## src/rtl/segan_pkg.sv

```systemverilog
// Shared constants for the strided conv1d engine: sample format, conv geometry
// and the sliding-window FSM encoding.
package segan_pkg;

    localparam int DEF_WIDTH      = 32;
    localparam int FBITS          = 24;
    localparam int DEF_N_REG      = 31;
    localparam int DEF_LANES      = 2;
    localparam int DEF_PAD_FRONT  = 15;
    localparam int DEF_TAIL_BEATS = 8;

    localparam logic [1:0] IDLE   = 2'd0;
    localparam logic [1:0] STREAM = 2'd1;
    localparam logic [1:0] TAIL   = 2'd2;

    // Window occupancy after one shift, saturating at the window depth.
    function automatic int sat_fill(input int fill, input int lanes, input int depth);
        return (fill + lanes > depth) ? depth : fill + lanes;
    endfunction

endpackage

```

## src/rtl/sliding_window_buf_if.sv

```systemverilog
// Stream-in / window-out bundle of the sliding window buffer.
interface sliding_window_buf_if
    import segan_pkg::*;
#(
    parameter int WIDTH = DEF_WIDTH,
    parameter int N_REG = DEF_N_REG,
    parameter int LANES = DEF_LANES
);

    // Both sides are valid/ready: a transfer happens on the rising clk edge
    // where valid and ready are both high; valid never waits on ready.
    logic                     start;
    logic                     in_valid;
    logic                     in_ready;
    logic [LANES*WIDTH-1:0]   in_data;
    logic                     in_last;
    logic                     out_valid;
    logic                     out_ready;
    logic [N_REG*WIDTH-1:0]   out_window;
    logic                     done;

    modport master (
        output start, in_valid, in_data, in_last, out_ready,
        input  in_ready, out_valid, out_window, done
    );

    modport slave (
        input  start, in_valid, in_data, in_last, out_ready,
        output in_ready, out_valid, out_window, done
    );

endinterface

```

## src/rtl/win_shift_reg.sv

```systemverilog
// Window storage: N_REG sample registers that shift by LANES slots per enable,
// oldest sample in slot 0, with a synchronous clear.
module win_shift_reg
    import segan_pkg::*;
#(
    parameter int WIDTH = DEF_WIDTH,
    parameter int N_REG = DEF_N_REG,
    parameter int LANES = DEF_LANES
) (
    input  logic                   clk,
    input  logic                   rst,
    input  logic                   clr,
    input  logic                   shift,
    input  logic [LANES*WIDTH-1:0] load,
    output logic [N_REG*WIDTH-1:0] window
);

    logic [WIDTH-1:0] regs [N_REG];

    always_ff @(posedge clk or posedge rst) begin
        if (rst) begin
            for (int i = 0; i < N_REG; i++) regs[i] <= '0;
        end else if (clr) begin
            for (int i = 0; i < N_REG; i++) regs[i] <= '0;
        end else if (shift) begin
            for (int i = 0; i < N_REG - LANES; i++) regs[i] <= regs[i+LANES];
            for (int k = 0; k < LANES; k++) regs[N_REG-LANES+k] <= load[WIDTH*k +: WIDTH];
        end
    end

    for (genvar i = 0; i < N_REG; i++) begin : g_flat
        assign window[WIDTH*i +: WIDTH] = regs[i];
    end

endmodule

```

## src/rtl/sliding_window_buf.sv

```systemverilog
// Sliding-window input buffer: front padding, LANES-wide shifting, tail zero
// injection and a backpressured full-window output for the MAC array.
module sliding_window_buf
    import segan_pkg::*;
#(
    parameter int WIDTH      = DEF_WIDTH,
    parameter int N_REG      = DEF_N_REG,
    parameter int LANES      = DEF_LANES,
    parameter int PAD_FRONT  = DEF_PAD_FRONT,
    parameter int TAIL_BEATS = DEF_TAIL_BEATS
) (
    input  logic                         clk,
    input  logic                         rst,
    sliding_window_buf_if.slave          bus,
    output logic [1:0]                   dbg_state,
    output logic [$clog2(N_REG+1)-1:0]   dbg_fill
);

    localparam int FW = $clog2(N_REG + 1);
    localparam int TW = (TAIL_BEATS > 0) ? $clog2(TAIL_BEATS + 1) : 1;

    logic [1:0]             state;
    logic [FW-1:0]          fill;
    logic [FW-1:0]          fill_inc;
    logic [TW-1:0]          tail_cnt;
    logic                   out_valid_q;
    logic                   done_q;
    logic                   advance;
    logic                   accept;
    logic                   tail_shift;
    logic                   shift;
    logic [LANES*WIDTH-1:0] shift_data;

    // The window may move whenever nothing unconsumed would be overwritten.
    assign advance       = !out_valid_q || bus.out_ready;
    assign bus.in_ready  = (state == STREAM) && advance;
    assign accept        = bus.in_ready && bus.in_valid && !bus.start;
    assign tail_shift    = (state == TAIL) && (tail_cnt != '0) && advance && !bus.start;
    assign shift         = accept || tail_shift;
    assign shift_data    = (state == TAIL) ? '0 : bus.in_data;
    assign fill_inc      = FW'(sat_fill(int'(fill), LANES, N_REG));

    assign bus.out_valid = out_valid_q;
    assign bus.done      = done_q;
    assign dbg_state     = state;
    assign dbg_fill      = fill;

    always_ff @(posedge clk or posedge rst) begin
        if (rst) begin
            state       <= IDLE;
            fill        <= '0;
            tail_cnt    <= '0;
            out_valid_q <= 1'b0;
            done_q      <= 1'b0;
        end else begin
            done_q <= 1'b0;
            if (bus.start) begin
                // A restart abandons whatever window was pending.
                state       <= STREAM;
                fill        <= FW'(PAD_FRONT);
                tail_cnt    <= '0;
                out_valid_q <= 1'b0;
            end else begin
                if (shift) begin
                    fill <= fill_inc;
                    if (fill_inc == FW'(N_REG)) out_valid_q <= 1'b1;
                end else if (bus.out_ready) begin
                    out_valid_q <= 1'b0;
                end

                case (state)
                    STREAM: begin
                        if (accept && bus.in_last) begin
                            state    <= TAIL;
                            tail_cnt <= TW'(TAIL_BEATS);
                        end
                    end
                    TAIL: begin
                        if (tail_shift) begin
                            tail_cnt <= tail_cnt - TW'(1);
                        end else if ((tail_cnt == '0) && advance) begin
                            done_q <= 1'b1;
                            state  <= IDLE;
                        end
                    end
                    default: ;
                endcase
            end
        end
    end

    win_shift_reg #(
        .WIDTH (WIDTH),
        .N_REG (N_REG),
        .LANES (LANES)
    ) u_win (
        .clk    (clk),
        .rst    (rst),
        .clr    (bus.start),
        .shift  (shift),
        .load   (shift_data),
        .window (bus.out_window)
    );

endmodule

```

## src/flat_wrapper.sv

```systemverilog
// flat-port wrapper written by rule: the top's interface ports become plain ports
module sliding_window_buf_flat import segan_pkg::*;
#(
    parameter int WIDTH      = DEF_WIDTH,
    parameter int N_REG      = DEF_N_REG,
    parameter int LANES      = DEF_LANES,
    parameter int PAD_FRONT  = DEF_PAD_FRONT,
    parameter int TAIL_BEATS = DEF_TAIL_BEATS
)
  (clk, rst, dbg_state, dbg_fill, bus_start, bus_in_valid, bus_in_data, bus_in_last, bus_out_ready, bus_in_ready, bus_out_valid, bus_out_window, bus_done);
  sliding_window_buf_if #(.WIDTH(WIDTH), .N_REG(N_REG), .LANES(LANES)) bus_i ();
  input  logic clk;
  input  logic rst;
  output logic [1:0] dbg_state;
  output logic [$clog2(N_REG+1)-1:0] dbg_fill;
  input wire logic [$bits(bus_i.start)-1:0] bus_start;
  input wire logic [$bits(bus_i.in_valid)-1:0] bus_in_valid;
  input wire logic [$bits(bus_i.in_data)-1:0] bus_in_data;
  input wire logic [$bits(bus_i.in_last)-1:0] bus_in_last;
  input wire logic [$bits(bus_i.out_ready)-1:0] bus_out_ready;
  output wire logic [$bits(bus_i.in_ready)-1:0] bus_in_ready;
  output wire logic [$bits(bus_i.out_valid)-1:0] bus_out_valid;
  output wire logic [$bits(bus_i.out_window)-1:0] bus_out_window;
  output wire logic [$bits(bus_i.done)-1:0] bus_done;
  assign bus_i.start = bus_start;
  assign bus_i.in_valid = bus_in_valid;
  assign bus_i.in_data = bus_in_data;
  assign bus_i.in_last = bus_in_last;
  assign bus_i.out_ready = bus_out_ready;
  assign bus_in_ready = bus_i.in_ready;
  assign bus_out_valid = bus_i.out_valid;
  assign bus_out_window = bus_i.out_window;
  assign bus_done = bus_i.done;
  sliding_window_buf #(.WIDTH(WIDTH), .N_REG(N_REG), .LANES(LANES), .PAD_FRONT(PAD_FRONT), .TAIL_BEATS(TAIL_BEATS)) u_core (.clk(clk), .rst(rst), .bus(bus_i), .dbg_state(dbg_state), .dbg_fill(dbg_fill));
endmodule
```

## config.mk

```make
export PLATFORM = sky130hd
export DESIGN_NAME = sliding_window_buf_flat
export DESIGN_NICKNAME = d
export VERILOG_FILES = /design/src/rtl/segan_pkg.sv /design/src/rtl/sliding_window_buf_if.sv /design/src/rtl/win_shift_reg.sv /design/src/rtl/sliding_window_buf.sv /design/src/flat_wrapper.sv
export SDC_FILE = /design/constraint.sdc
export NUM_CORES = 2
export LEC_CHECK = 0
export ABC_CLOCK_PERIOD_IN_PS = 29400
export BUFFER_PORTS_ARGS = -buffer_cell sky130_fd_sc_hd__buf_4
export CAP_MARGIN = 20
export CORE_AREA = 8 8 408 410
export DETAILED_ROUTE_END_ITERATION = 8
export DIE_AREA = 0 0 416 418
export SLEW_MARGIN = 30
export SYNTH_ARGS = -nofsm -noshare
export SYNTH_HDL_FRONTEND = slang
export SYNTH_HIERARCHICAL = 1
export SYNTH_SLANG_ARGS = --single-unit
```

## constraint.sdc

```tcl
create_clock -name clk -period 29.4 [get_ports clk]
set_input_delay 1.47 -clock clk [delete_from_list [all_inputs] [get_ports clk]]
set_output_delay 1.47 -clock clk [all_outputs]
set_load 0.03 [all_outputs]
```

==> impl_results.md <==
- Status: finished, final reports clean
- First-pass DRT Iterations: 5
- DRC viols: 0
- Post-Synth XOR/XNOR Area: 0%
- Final net count: 4420
- CTS HTree Levels: 3
- CTS tree: built
- Largest family of logic cells by synthesized area: multiplexers
- Vias in the first global route: 28700
- GP Congestion: 0.878
- Largest net degree at the start of global routing: 197
- Final worst-path cycle share: 26.4%
- Horiz. Die Dim: 416 um
- Crit-path max FO: 69
- Synth Warn #: 6
- Clock transition at the registers of the reported paths: 0.06 ns
- First-pass GRT wire length: 222000 um
- Setup TNS: 0 ns
- Post-Synth Adder-Cell Area: 0.0593%
- Row Count: 147
- PD cells: 55.5 nW/um2
- Top cells by count, synth: dfrtp_1 (1005), nor2_1 (999), mux2i_1 (992)
- Clock skew: 0.0340 ns
- Fin. Hold Viols: 0
- Worst Setup Start Kind: flop
- Critical path class: flop to flop
- Clock sink count: 1005
- Cells after synthesis: 3353
- Mapped Nets: 3425
- Simple-gate share of the synthesized area: 10.3%
- Leak pwr: 0.0266 uW
- Syn Std Cell Area: 42200 um2
- Routed WL: 157000 um
- Required time of the critical path: 29.95 ns
- Worst EP arrival: 8.31 ns
- I/O pin cnt: 1072
- # resized after CTS: 0
- Tmin final: 7.77 ns
- RSZ-0062 raised after global routing: false
- Hold buffers post-CTS: 0
- Endpoints failing setup: 0
- Insertion delay to the later sink of the worst-skew pair: 0.71 ns
- Synth top area cells: dfrtp_1 (60%), mux2i_1 (24%), nor2_1 (8.9%), buf_12 (4.7%), and2_1 (0.96%)
- Initial core utilization: 26.4%
- Die extent in y: 418 um
- Area growth syn-to-layout: 29.2%
- Worst Hold Class: flop to flop
- Antenna violations before repair: 1
- Post-synth top area share: 59.6%
- Post-synthesis cell type count: 42
- Share of post-route cells with drive strength above 1: 29.2%
- Sequential cell area fraction in the yosys report: 59.6%
- Slew HR: 32.5%
- Max cap viols: 0
- Aggregate global routing overflow: 0
- Number of I/O port buffers: 1071
- Synth async-reset ratio: 100%
- Root Buffer: clkbuf_16
- Worst Tran Pin Value: 1.01 ns
- Placed inst area: 50700 um2
- Post-synth EDFFs: 0
- Mux cell area share after synthesis: 23.5%
- Largest buffer count on any clock path: 3
- CP Capture Type: flop
- Slew Limit Fails: 0
- Synth Area in Compound Gates: 0.415%
- Synthesized flop and latch total: 1005
- Die Area: 174000 um2
- Synth Area per Inst: 12.6 um2
- Routed length per instance: 24.0 um
- Achievable Freq: 0.129 GHz
- Top-count cell post-synth: dfrtp_1
- Iter 0 DRT Violations: 3079
- Post-DP HPWL: 118000 um
- Via/cell ratio: 4.50
- Main synth FF type: dfrtp_1
- Post-CTS setup buffer count: 0
- Max IR drop VDD: 0.0404 mV
- CTS Buf Count: 113
- Total global-route track usage: 17.0%
- Post-route cell area: 54500 um2
- Largest area contributor in the netlist: dfrtp_1
- Post-route ant nets: 0
- Vias: 29400
- Core box area: 160000 um2
cell usage in the layout (no fill, tap or decap), types with 7 or more instances in the layout:
cell type,netlist,layout
clkinv_2,0,18
and2_1,65,65
inv_1,8,7
buf_6,1,8
nor2_1,999,998
buf_4,9,1091
clkbuf_16,0,115
dfrtp_1,1005,1005
mux2i_1,992,992
clkbuf_8,0,28
clkbuf_1,93,29
sequential cells by signal, indices dropped and copies added, names as in the netlist:
name and cells:
u_core/dbg_fill 5, u_core/dbg_state 2, u_core/bus.out_valid 1, u_core/bus.done 1, u_core/u_win/window 992, u_core/tail_cnt 4
worst paths after layout:
check,to,depth (start not counted),startpoint,slack (ns)
setup reg to reg,u_core/u_win/window[302]$_DFFE_PP0P_,12,u_core/dbg_state[0]$_DFFE_PP0P_,21.63
max in group asynchronous,u_core/u_win/window[167]$_DFFE_PP0P_,7,rst,25.36
hold / removal,u_core/u_win/window[16]$_DFFE_PP0P_,2,u_core/u_win/window[16]$_DFFE_PP0P_,0.52
hold reg to reg,u_core/u_win/window[16]$_DFFE_PP0P_,2,u_core/u_win/window[16]$_DFFE_PP0P_,0.52
min in group asynchronous,u_core/dbg_state[0]$_DFFE_PP0P_,2,rst,0.87
setup / recovery,u_core/u_win/window[302]$_DFFE_PP0P_,12,u_core/dbg_state[0]$_DFFE_PP0P_,21.63
report_power, final:
group | switching (uW) | internal (uW) | total (uW) | leakage (uW)
logic | 138 | 74.9 | 213 | 0.0107
registers | 9.17 | 1390 | 1400 | 0.0140
clock network | 589 | 825 | 1410 | 0.00184
total | 737 | 2290 | 3030 | 0.0266
logic make-up after synthesis:
| logic type | after synthesis |
|---|---|
| AOI/OAI and AO/OA | 24 |
| adders and majority gates | 2 |
| buffers and inverters | 238 |
| DFF | 1005 |
| muxes | 992 |
| and+or+nand+nor | 1092 |
metrics by stage:
stage,setup slack [ns],hold WS (ns),utilization [%],total power [uW],std cells
finish,21.63,0.516,34.2,3030,6524
floorplan,0.0208,0.526,-,1620,3353
global route,21.22,0.539,34.2,3130,6523
detailed placement,20.67,0.510,31.8,1640,6316
CTS,21.16,0.525,34.1,3070,6519
global placement,20.75,0.501,31.7,1640,6315
metal layers:
metal  vias up  global-route usage [%]  routed length [um]
met4         0                    6.12                6050
met1     15000                    22.0               65900
li1      13200                       -                   -
met2       849                    28.0               77100
met3       228                    3.62                7690
met5         -                       0                   0
cell type report:
class / instances / area (um2)
Antenna cell: 2 / 5.00
Clock buffer: 172 / 3370
Clock inverter: 31 / 370
Fill cell: 16000 / 105000
Inverter: 8 / 37.5
Multi-Input combinational cell: 2110 / 14500
Sequential cell: 1005 / 25100
Tap cell: 2086 / 2610
Timing Repair Buffer: 1110 / 8530
worst max-delay path: stages (launching register included):
cell,delay [ns]
dfrtp_1,0.41
nand2b_4,0.48
nor3_2,0.69
nor2_1,0.19
nor2_4,0.73
buf_4,0.78
buf_4,0.83
buf_4,0.60
buf_6,0.63
buf_4,0.84
buf_4,0.79
mux2i_1,0.28
nor2_1,0.06
(Power assumes the default switching activity.)
